### src/rtl/ram_b_pkg.sv
// Shared encodings for the RAM-B arbiter: FSM states, access-size codes,
// owner IDs and the RAM address range.
package ram_b_pkg;
   typedef enum logic [1:0] {
      IDLE   = 2'd0,
      ACCESS = 2'd1,
      RESP   = 2'd2
   } state_t;

   localparam logic [2:0] SZ_B        = 3'b000;
   localparam logic [2:0] SZ_H        = 3'b001;
   localparam logic [2:0] SZ_W        = 3'b010;
   localparam int         SZ_UNSIGNED = 2;

   localparam logic OWN_I = 1'b0;
   localparam logic OWN_D = 1'b1;

   localparam int RAM_ADDR_BITS = 7;
endpackage

### src/rtl/ram_b_prio_sel.sv
// Winner select between I and D, with a starvation counter that forces an
// I grant after STARVE_LIMIT back-to-back D grants while I waits.
module ram_b_prio_sel
   import ram_b_pkg::*;
#(
   parameter int STARVE_LIMIT = 4,
   parameter int CNT_W        = 3
) (
   input  logic clk,
   input  logic rst_n,
   input  logic grant_en,
   input  logic i_req,
   input  logic d_req,
   output logic grant_valid,
   output logic grant_owner
);
   localparam logic [CNT_W-1:0] LIMIT = CNT_W'(STARVE_LIMIT);

   logic [CNT_W-1:0] starve_cnt;
   logic             starved;

   assign starved     = i_req && (starve_cnt == LIMIT);
   assign grant_valid = grant_en && (i_req || d_req);
   assign grant_owner = (d_req && !starved) ? OWN_D : OWN_I;

   always_ff @(posedge clk or negedge rst_n) begin
      if (!rst_n) begin
         starve_cnt <= '0;
      end else if (grant_valid) begin
         if ((grant_owner == OWN_D) && i_req) begin
            if (starve_cnt != LIMIT)
               starve_cnt <= starve_cnt + CNT_W'(1);
         end else begin
            starve_cnt <= '0;
         end
      end
   end
endmodule

### src/rtl/ram_b_arbiter.sv
// Shares the single-port data RAM between instruction fetch (I) and
// load/store (D); one access per three cycles with a registered ack.
//
// state  | meaning
// IDLE   | arbitrate; latch the winning request on the edge
// ACCESS | drive RAM from latched request; capture result on the edge
// RESP   | owner's ack high for this cycle only
module ram_b_arbiter
   import ram_b_pkg::*;
#(
   parameter int STARVE_LIMIT = 4,
   parameter int CNT_W        = 3
) (
   input  logic        clk,
   input  logic        rst_n,
   input  logic        i_req,
   input  logic [31:0] i_addr,
   output logic        i_ack,
   output logic [31:0] i_rdata,
   output logic        i_fault,
   input  logic        d_req,
   input  logic        d_we,
   input  logic [31:0] d_addr,
   input  logic [31:0] d_wdata,
   input  logic [2:0]  d_ubhw,
   output logic        d_ack,
   output logic [31:0] d_rdata,
   output logic        d_lfault,
   output logic        d_sfault,
   output logic [31:0] ram_addr,
   output logic [31:0] ram_din,
   output logic        ram_we,
   output logic        ram_re,
   output logic [2:0]  ram_ubhw,
   input  logic [31:0] ram_dout,
   input  logic        ram_lfault,
   input  logic        ram_sfault,
   output logic        busy
);
   state_t      state;
   logic        owner;
   logic [31:0] lat_addr;
   logic [31:0] lat_wdata;
   logic        lat_we;
   logic [2:0]  lat_ubhw;
   logic        grant_valid;
   logic        grant_owner;
   logic        in_access;

   ram_b_prio_sel #(
      .STARVE_LIMIT (STARVE_LIMIT),
      .CNT_W        (CNT_W)
   ) u_prio_sel (
      .clk         (clk),
      .rst_n       (rst_n),
      .grant_en    (state == IDLE),
      .i_req       (i_req),
      .d_req       (d_req),
      .grant_valid (grant_valid),
      .grant_owner (grant_owner)
   );

   // Decoded straight from the state register so reset kills the write strobe at once.
   assign in_access = (state == ACCESS);
   assign busy      = (state != IDLE);
   assign ram_we    = in_access && lat_we;
   assign ram_re    = in_access && !lat_we;
   assign ram_addr  = in_access ? lat_addr  : '0;
   assign ram_din   = in_access ? lat_wdata : '0;
   assign ram_ubhw  = in_access ? lat_ubhw  : '0;

   always_ff @(posedge clk or negedge rst_n) begin
      if (!rst_n) begin
         state     <= IDLE;
         owner     <= OWN_I;
         lat_addr  <= '0;
         lat_wdata <= '0;
         lat_we    <= 1'b0;
         lat_ubhw  <= '0;
         i_ack     <= 1'b0;
         i_rdata   <= '0;
         i_fault   <= 1'b0;
         d_ack     <= 1'b0;
         d_rdata   <= '0;
         d_lfault  <= 1'b0;
         d_sfault  <= 1'b0;
      end else begin
         i_ack <= 1'b0;
         d_ack <= 1'b0;
         case (state)
            IDLE: begin
               if (grant_valid) begin
                  owner <= grant_owner;
                  if (grant_owner == OWN_D) begin
                     lat_addr  <= d_addr;
                     lat_we    <= d_we;
                     lat_wdata <= d_wdata;
                     lat_ubhw  <= d_ubhw;
                  end else begin
                     lat_addr  <= i_addr;
                     lat_we    <= 1'b0;
                     lat_wdata <= '0;
                     lat_ubhw  <= SZ_W;
                  end
                  state <= ACCESS;
               end
            end
            ACCESS: begin
               if (owner == OWN_I) begin
                  i_rdata <= ram_lfault ? 32'h0 : ram_dout;
                  i_fault <= ram_lfault;
                  i_ack   <= 1'b1;
               end else begin
                  if (!lat_we)
                     d_rdata <= ram_lfault ? 32'h0 : ram_dout;
                  d_lfault <= ram_lfault;
                  d_sfault <= ram_sfault;
                  d_ack    <= 1'b1;
               end
               state <= RESP;
            end
            RESP:    state <= IDLE;
            default: state <= IDLE;
         endcase
      end
   end
endmodule
### config.mk
export PLATFORM = sky130hd
export DESIGN_NAME = ram_b_arbiter
export DESIGN_NICKNAME = d
export VERILOG_FILES = /design/src/rtl/ram_b_pkg.sv /design/src/rtl/ram_b_prio_sel.sv /design/src/rtl/ram_b_arbiter.sv
export SDC_FILE = /design/constraint.sdc
export NUM_CORES = 1
export LEC_CHECK = 0
export CORE_MARGIN = 4
export CORE_UTILIZATION = 40
export DETAILED_ROUTE_END_ITERATION = 6
export PLACE_DENSITY = 0.87
export SYNTH_ARGS = -nofsm -noshare
export SYNTH_HDL_FRONTEND = slang
export SYNTH_HIERARCHICAL = 1
export SYNTH_SLANG_ARGS = --single-unit
### constraint.sdc
create_clock -name clk -period 1.8 [get_ports clk]
set_input_delay 0.18 -clock clk [delete_from_list [all_inputs] [get_ports clk]]
set_output_delay 0.18 -clock clk [all_outputs]
set_load 0.05 [all_outputs]
### Word level (Yosys, flattened, before mapping)

Cells that the tools add are included.

* register bits after elaboration: 143
* output and inout port bits: 139

* add/subtract/negate cells: 1
* eq/ne operators: 5
* muxes and demuxes: 17
* bitwise logic cells: 2
* reductions and logical operators: 16

Operator list (count)
* $mux 32: 5
* $mux 3: 4
* $reduce_and 2->1: 4
* $logic_and 1x1->1: 6
* $mux 1: 6
* $ne 2x2->1 const B: 2
* $pmux 2 s2: 1
* $add 3x1->3 const B: 1
* $eq 3x3->1 const B: 1
* $ne 3x3->1 const B: 1
* $reduce_and 3->1: 1
* $eq 2x1->1 const B: 1
* $logic_not 1->1: 2
* $logic_not 2->1: 1
* $mux 2: 1
* $not 1->1: 2
* $reduce_bool 2->1: 1
* $logic_or 1x1->1: 1

### Depth between registers and ports, before layout

* word-level depth: 8
* gate-level depth with buffers: 8

### Cells and area by module

The synthesis kept the hierarchy.

By module, submodules not included
* ram_b_arbiter: times used 1, cells each 521, area an instance 6668.9 sq um, sequential area each 3503.4 sq um
* ram_b_prio_sel: times used 1, cells each 21, area an instance 196.4 sq um, sequential area each 75.1 sq um

### Worst setup path before layout

OpenSTA, ideal clock, no wires.

* path kind: register to register
* start: reg state[1]
* end: reg lat_addr[27]
* setup time: 0.125 ns
* arrival time: 1.970 ns
* data required time: 1.675 ns
* path slack: -0.295 ns
* stages on the path, launching flop included: 9
* buffers on the path: 2
* clock period less this slack: 2.095 ns
* path through: dfrtp_1 -> or2_2 -> inv_1 -> o21ai_2 -> inv_1 -> nor3b_1 -> buf_2 -> buf_4 -> mux2_2

* cells in the longest elaborated chain, start to end: 3

RTL lines
* from (decl): RTL line ram_b_arbiter.sv:40 `state_t state;`
* from (signal assigned): RTL line ram_b_arbiter.sv:74 `state <= IDLE;`
* from (signal assigned): RTL line ram_b_arbiter.sv:105 `state <= ACCESS;`
* from (signal assigned): RTL line ram_b_arbiter.sv:120 `state <= RESP;`
* $logic_not 2->1: RTL line ram_b_arbiter.sv:56 `.grant_en (state == IDLE),`
* $logic_and 1x1->1: RTL line ram_b_prio_sel.sv:23 `assign grant_valid = grant_en && (i_req || d_req);`
* named net grant_valid: RTL line ram_b_arbiter.sv:46 `logic grant_valid;`
* $reduce_and 2->1 (no line)
* to (signal assigned): RTL line ram_b_arbiter.sv:95 `lat_addr <= d_addr;`
* to (signal assigned): RTL line ram_b_arbiter.sv:100 `lat_addr <= i_addr;`
* to (decl): RTL line ram_b_arbiter.sv:42 `logic [31:0] lat_addr;`

The timed path passes the listed nets, and every way through them passes these cells.
A chain may end at the register's enable or synchronous reset.

### Worst setup path in the final report

* start: reg state[1]
* end: out ram_addr[16]

* cells in the longest elaborated chain, start to end: 2

RTL lines
* $eq 2x1->1: RTL line ram_b_arbiter.sv:64 `assign in_access = (state == ACCESS);`
* $mux 32: RTL line ram_b_arbiter.sv:68 `assign ram_addr = in_access ? lat_addr : '0;`
* to (decl): RTL line ram_b_arbiter.sv:30 `output logic [31:0] ram_addr,`

No other way between the ends.

==> impl_metrics.toml <==
[die]
num_rows = 47
io_pins = 277
core_sq_mm = 0.0167
start_util_pct = 41.1
dieArea_sq_mm = 0.0193
die_w_um = 139
die_y_um = 139

[synthesis]
ys_warn_count = 6
synth-edff-count = 0
syn_avg_cell_area_sq_um = 12.7
yosys.area.top_type = "dfrtp_1"
ys_ff_latch = 143
synthArstFlopShare_pct = 100
synth_top_area_share_pct = 52.1
yosysSeqAreaShare_pct = 52.1
synthCells = 542
yosysMostFrequentCell = "dfrtp_1"
yosys-top-cells-area = "dfrtp_1 (52%), mux2_2 (15%), mux2_4 (6.6%)"
synth_top_flop_cell = "dfrtp_1"
synthesis.area_sq_mm = 0.00687
syn_nets = 682
synthDistinctLibCells = 29
synthTopCellsByCount = "dfrtp_1 (143), mux2_2 (94), and2_1 (69)"

[global_route]
grt_first_pass_wirelength_um = 32200
grt_pass1_vias = 5793
grt_use_total_pct = 21.2
antenna_found_initial = 0
globalRouteOverflowTotal = 0
grt_max_degree = 49

[sta]
slew_headroom_pct = 63.1
setup_tns_ns = -5.03
hold_viol_final = 0
fin_crit_sh_pct = 105
slew_viol_final = 0
finalSetupViolCount = 116
fin_ws_ns = -0.0819
worst_slew_pin_slew_ns = 0.553
skew_ns = 0.00755
grt_setup_unrepaired = "true"
max_clock_freq_ghz = 0.531
period_minus_slack_ns = 1.88

[clock_tree]
cts_buffers = 17
cts_htree_levels = 4
root_buffer = "clkbuf_16"
clkTransAtPathRegs_ns = 0.06
ctsLongestPathBuffers = 2
cts_tree = "built"
clock_sinks = 143
clock_latency_ns = 0.42

[worst_setup_path]
regToRegSetupSlack_ns = -0.07
arrival_ns = 1.70
ff2ff_path_depth = 9
cp-end-kind = "primary output"
reg2reg_from = "state[0]"
critPathKind = "flip-flop to primary output"
cp_data_required_time_ns = 1.62
cp_max_fo = 41
r2r_end = "lat_wdata[26]"
worst_setup_path_start_kind = "flip-flop"

[detailed_routing]
dr.pass1.iters = 4
routed_wl_um = 21300
ant_nets = 0
vias = 5265
drt_iter0_drc = 140
wl_per_cell_um = 19.4
vias_per_cell = 4.81
drc = 0

[final_layout]
syn_to_final_growth_pct = 77.5
fin_nets = 1003
antenna_cells = 0
post-route-util_pct = 73.0
drive_gt1_share_pct = 39.2

[placed_design]
io_buffers = 276
dpl.hpwl_um = 13600
gp_congestion = 0.792

[job]
cap_violations = 0

[hold_path]
hp-class = "input port to async pin"

[pwr]
leakage_nw = 5.99
p_sw_share_pct = 40.2
pwr-share-seq_pct = 23.8
max-vdd-ir-drop_v = 0.00115
clkPwrFrac_pct = 16.5
p_sw_mw = 9.22
power.internal_mw = 13.7
power.density_mw_per_mm2 = 1880
p_comb_share_pct = 59.7

[status]
outcome = "finished with violations"
violations = "setup timing"
==> state kept, by name, indices dropped and copies added, names as in the netlist <==
signal,flops
d_ack,1
d_lfault,1
d_rdata,32
d_sfault,1
i_ack,1
i_fault,1
i_rdata,32
lat_addr,32
lat_ubhw,3
lat_wdata,32
lat_we,1
owner,1
state,2
u_prio_sel/starve_cnt,3
==> power groups by stage <==
| stage | clock network, mW | registers (mW) | logic, mW |
|---|---|---|---|
| 2_1_floorplan | 0 | 7.60 | 5.04 |
| 3_3_place_gp | 0 | 5.35 | 11.8 |
| 3_5_place_dp | 0 | 5.43 | 11.9 |
| 4_1_cts | 3.86 | 5.43 | 13.2 |
| 5_1_grt | 4.01 | 5.62 | 14.2 |
| 6_report | 3.79 | 5.45 | 13.7 |
==> kinds of logic (layout without fill, tap and decap cells) <==
kind of cell    Yosys count  after routing  share of synthesized area (%)
compound gates            8              8                          0.893
fa+ha+maj                 2              2                          0.364
buf+inv                  74            407                           5.70
flops                   143            143                           52.1
mux                     168            168                           28.6
simple gates            147            147                           12.4
==> timing repair <==
item / in CTS / in global routing
buffers inserted: 17 / 3
hold endpoints to repair: 45 / 0
resized for setup: 80 / 75
setup endpoints to repair: 136 / 179
hold buffers: 1 / 0
cloned: 5 / 5
pin swaps: 15 / 12
==> metrics by stage <==
stage | instances | hold WS (ns) | worst slack, ns | cell area, sq um | power [mW]
after floorplan | 542 | -0.116 | -0.0815 | 6910 | 12.6
after global placement | 1035 | 0.168 | -0.163 | 10800 | 17.1
after detailed placement | 1035 | 0.167 | -0.171 | 10800 | 17.4
after CTS | 1089 | 0.298 | -0.131 | 11900 | 22.5
after global routing | 1095 | 0.312 | -0.168 | 12200 | 23.9
final | 1095 | 0.288 | -0.0819 | 12200 | 22.9
==> worst max-delay path, stage by stage, from the launching register on <==
cell and delay, ns:
dfrtp_2 0.40, buf_6 0.12, nor2b_4 0.16, buf_12 0.21
and2_1 0.21, buf_12 0.15
==> layout by cell type (no fill, tap or decap), drive strengths merged <==
| master | count |
|---|---|
| a2111o | 1 |
| a21oi | 2 |
| a31oi | 1 |
| a32o | 1 |
| and2 | 69 |
| and3b | 1 |
| and4bb | 1 |
| buf | 125 |
| bufinv | 4 |
| clkbuf | 23 |
| clkdlybuf4s50 | 157 |
| clkinv | 4 |
| clkinvlp | 1 |
| dfrtp | 143 |
| dlygate4sd2 | 7 |
| dlygate4sd3 | 1 |
| dlymetal6s2s | 41 |
| ha | 2 |
| inv | 44 |
| mux2 | 133 |
| mux2i | 35 |
| nand2 | 37 |
| nand2b | 1 |
| nand3b | 1 |
| nor2 | 1 |
| nor2b | 33 |
| nor3b | 2 |
| o21ai | 3 |
| or2 | 1 |
==> final cells by class <==
| cell class | count | area (sq um) |
|---|---|---|
| Inverter | 41 | 154 |
| Fill cell | 1051 | 4510 |
| Sequential cell | 143 | 3580 |
| Tap cell | 220 | 275 |
| Multi-Input combinational cell | 325 | 3170 |
| Timing Repair Buffer | 335 | 4370 |
| Clock buffer | 19 | 453 |
| Clock inverter | 12 | 181 |
==> per-layer routing <==
layer  track usage (%)  part of all wire (%)  up-vias
met1              23.9                    39     2607
met4              5.97                   1.5        0
met5                 0                     0        -
met2              36.8                    50      220
li1                  -                     -     2414
met3              9.03                   9.2       24
==> worst max-delay path by stage <==
stage	start	end	cells past startpoint	slack, ns
detailed placement	i_req	lat_wdata[26]	7	-0.17
CTS	state[1]	ram_din[22]	6	-0.13
finish	state[1]	ram_addr[16]	5	-0.08
global route	state[0]	lat_wdata[26]	9	-0.17
global placement	d_req	lat_addr[26]	6	-0.16
floorplan	state[1]	lat_addr[0]	8	-0.08
Note: power is estimated with default switching activity, not from simulation.
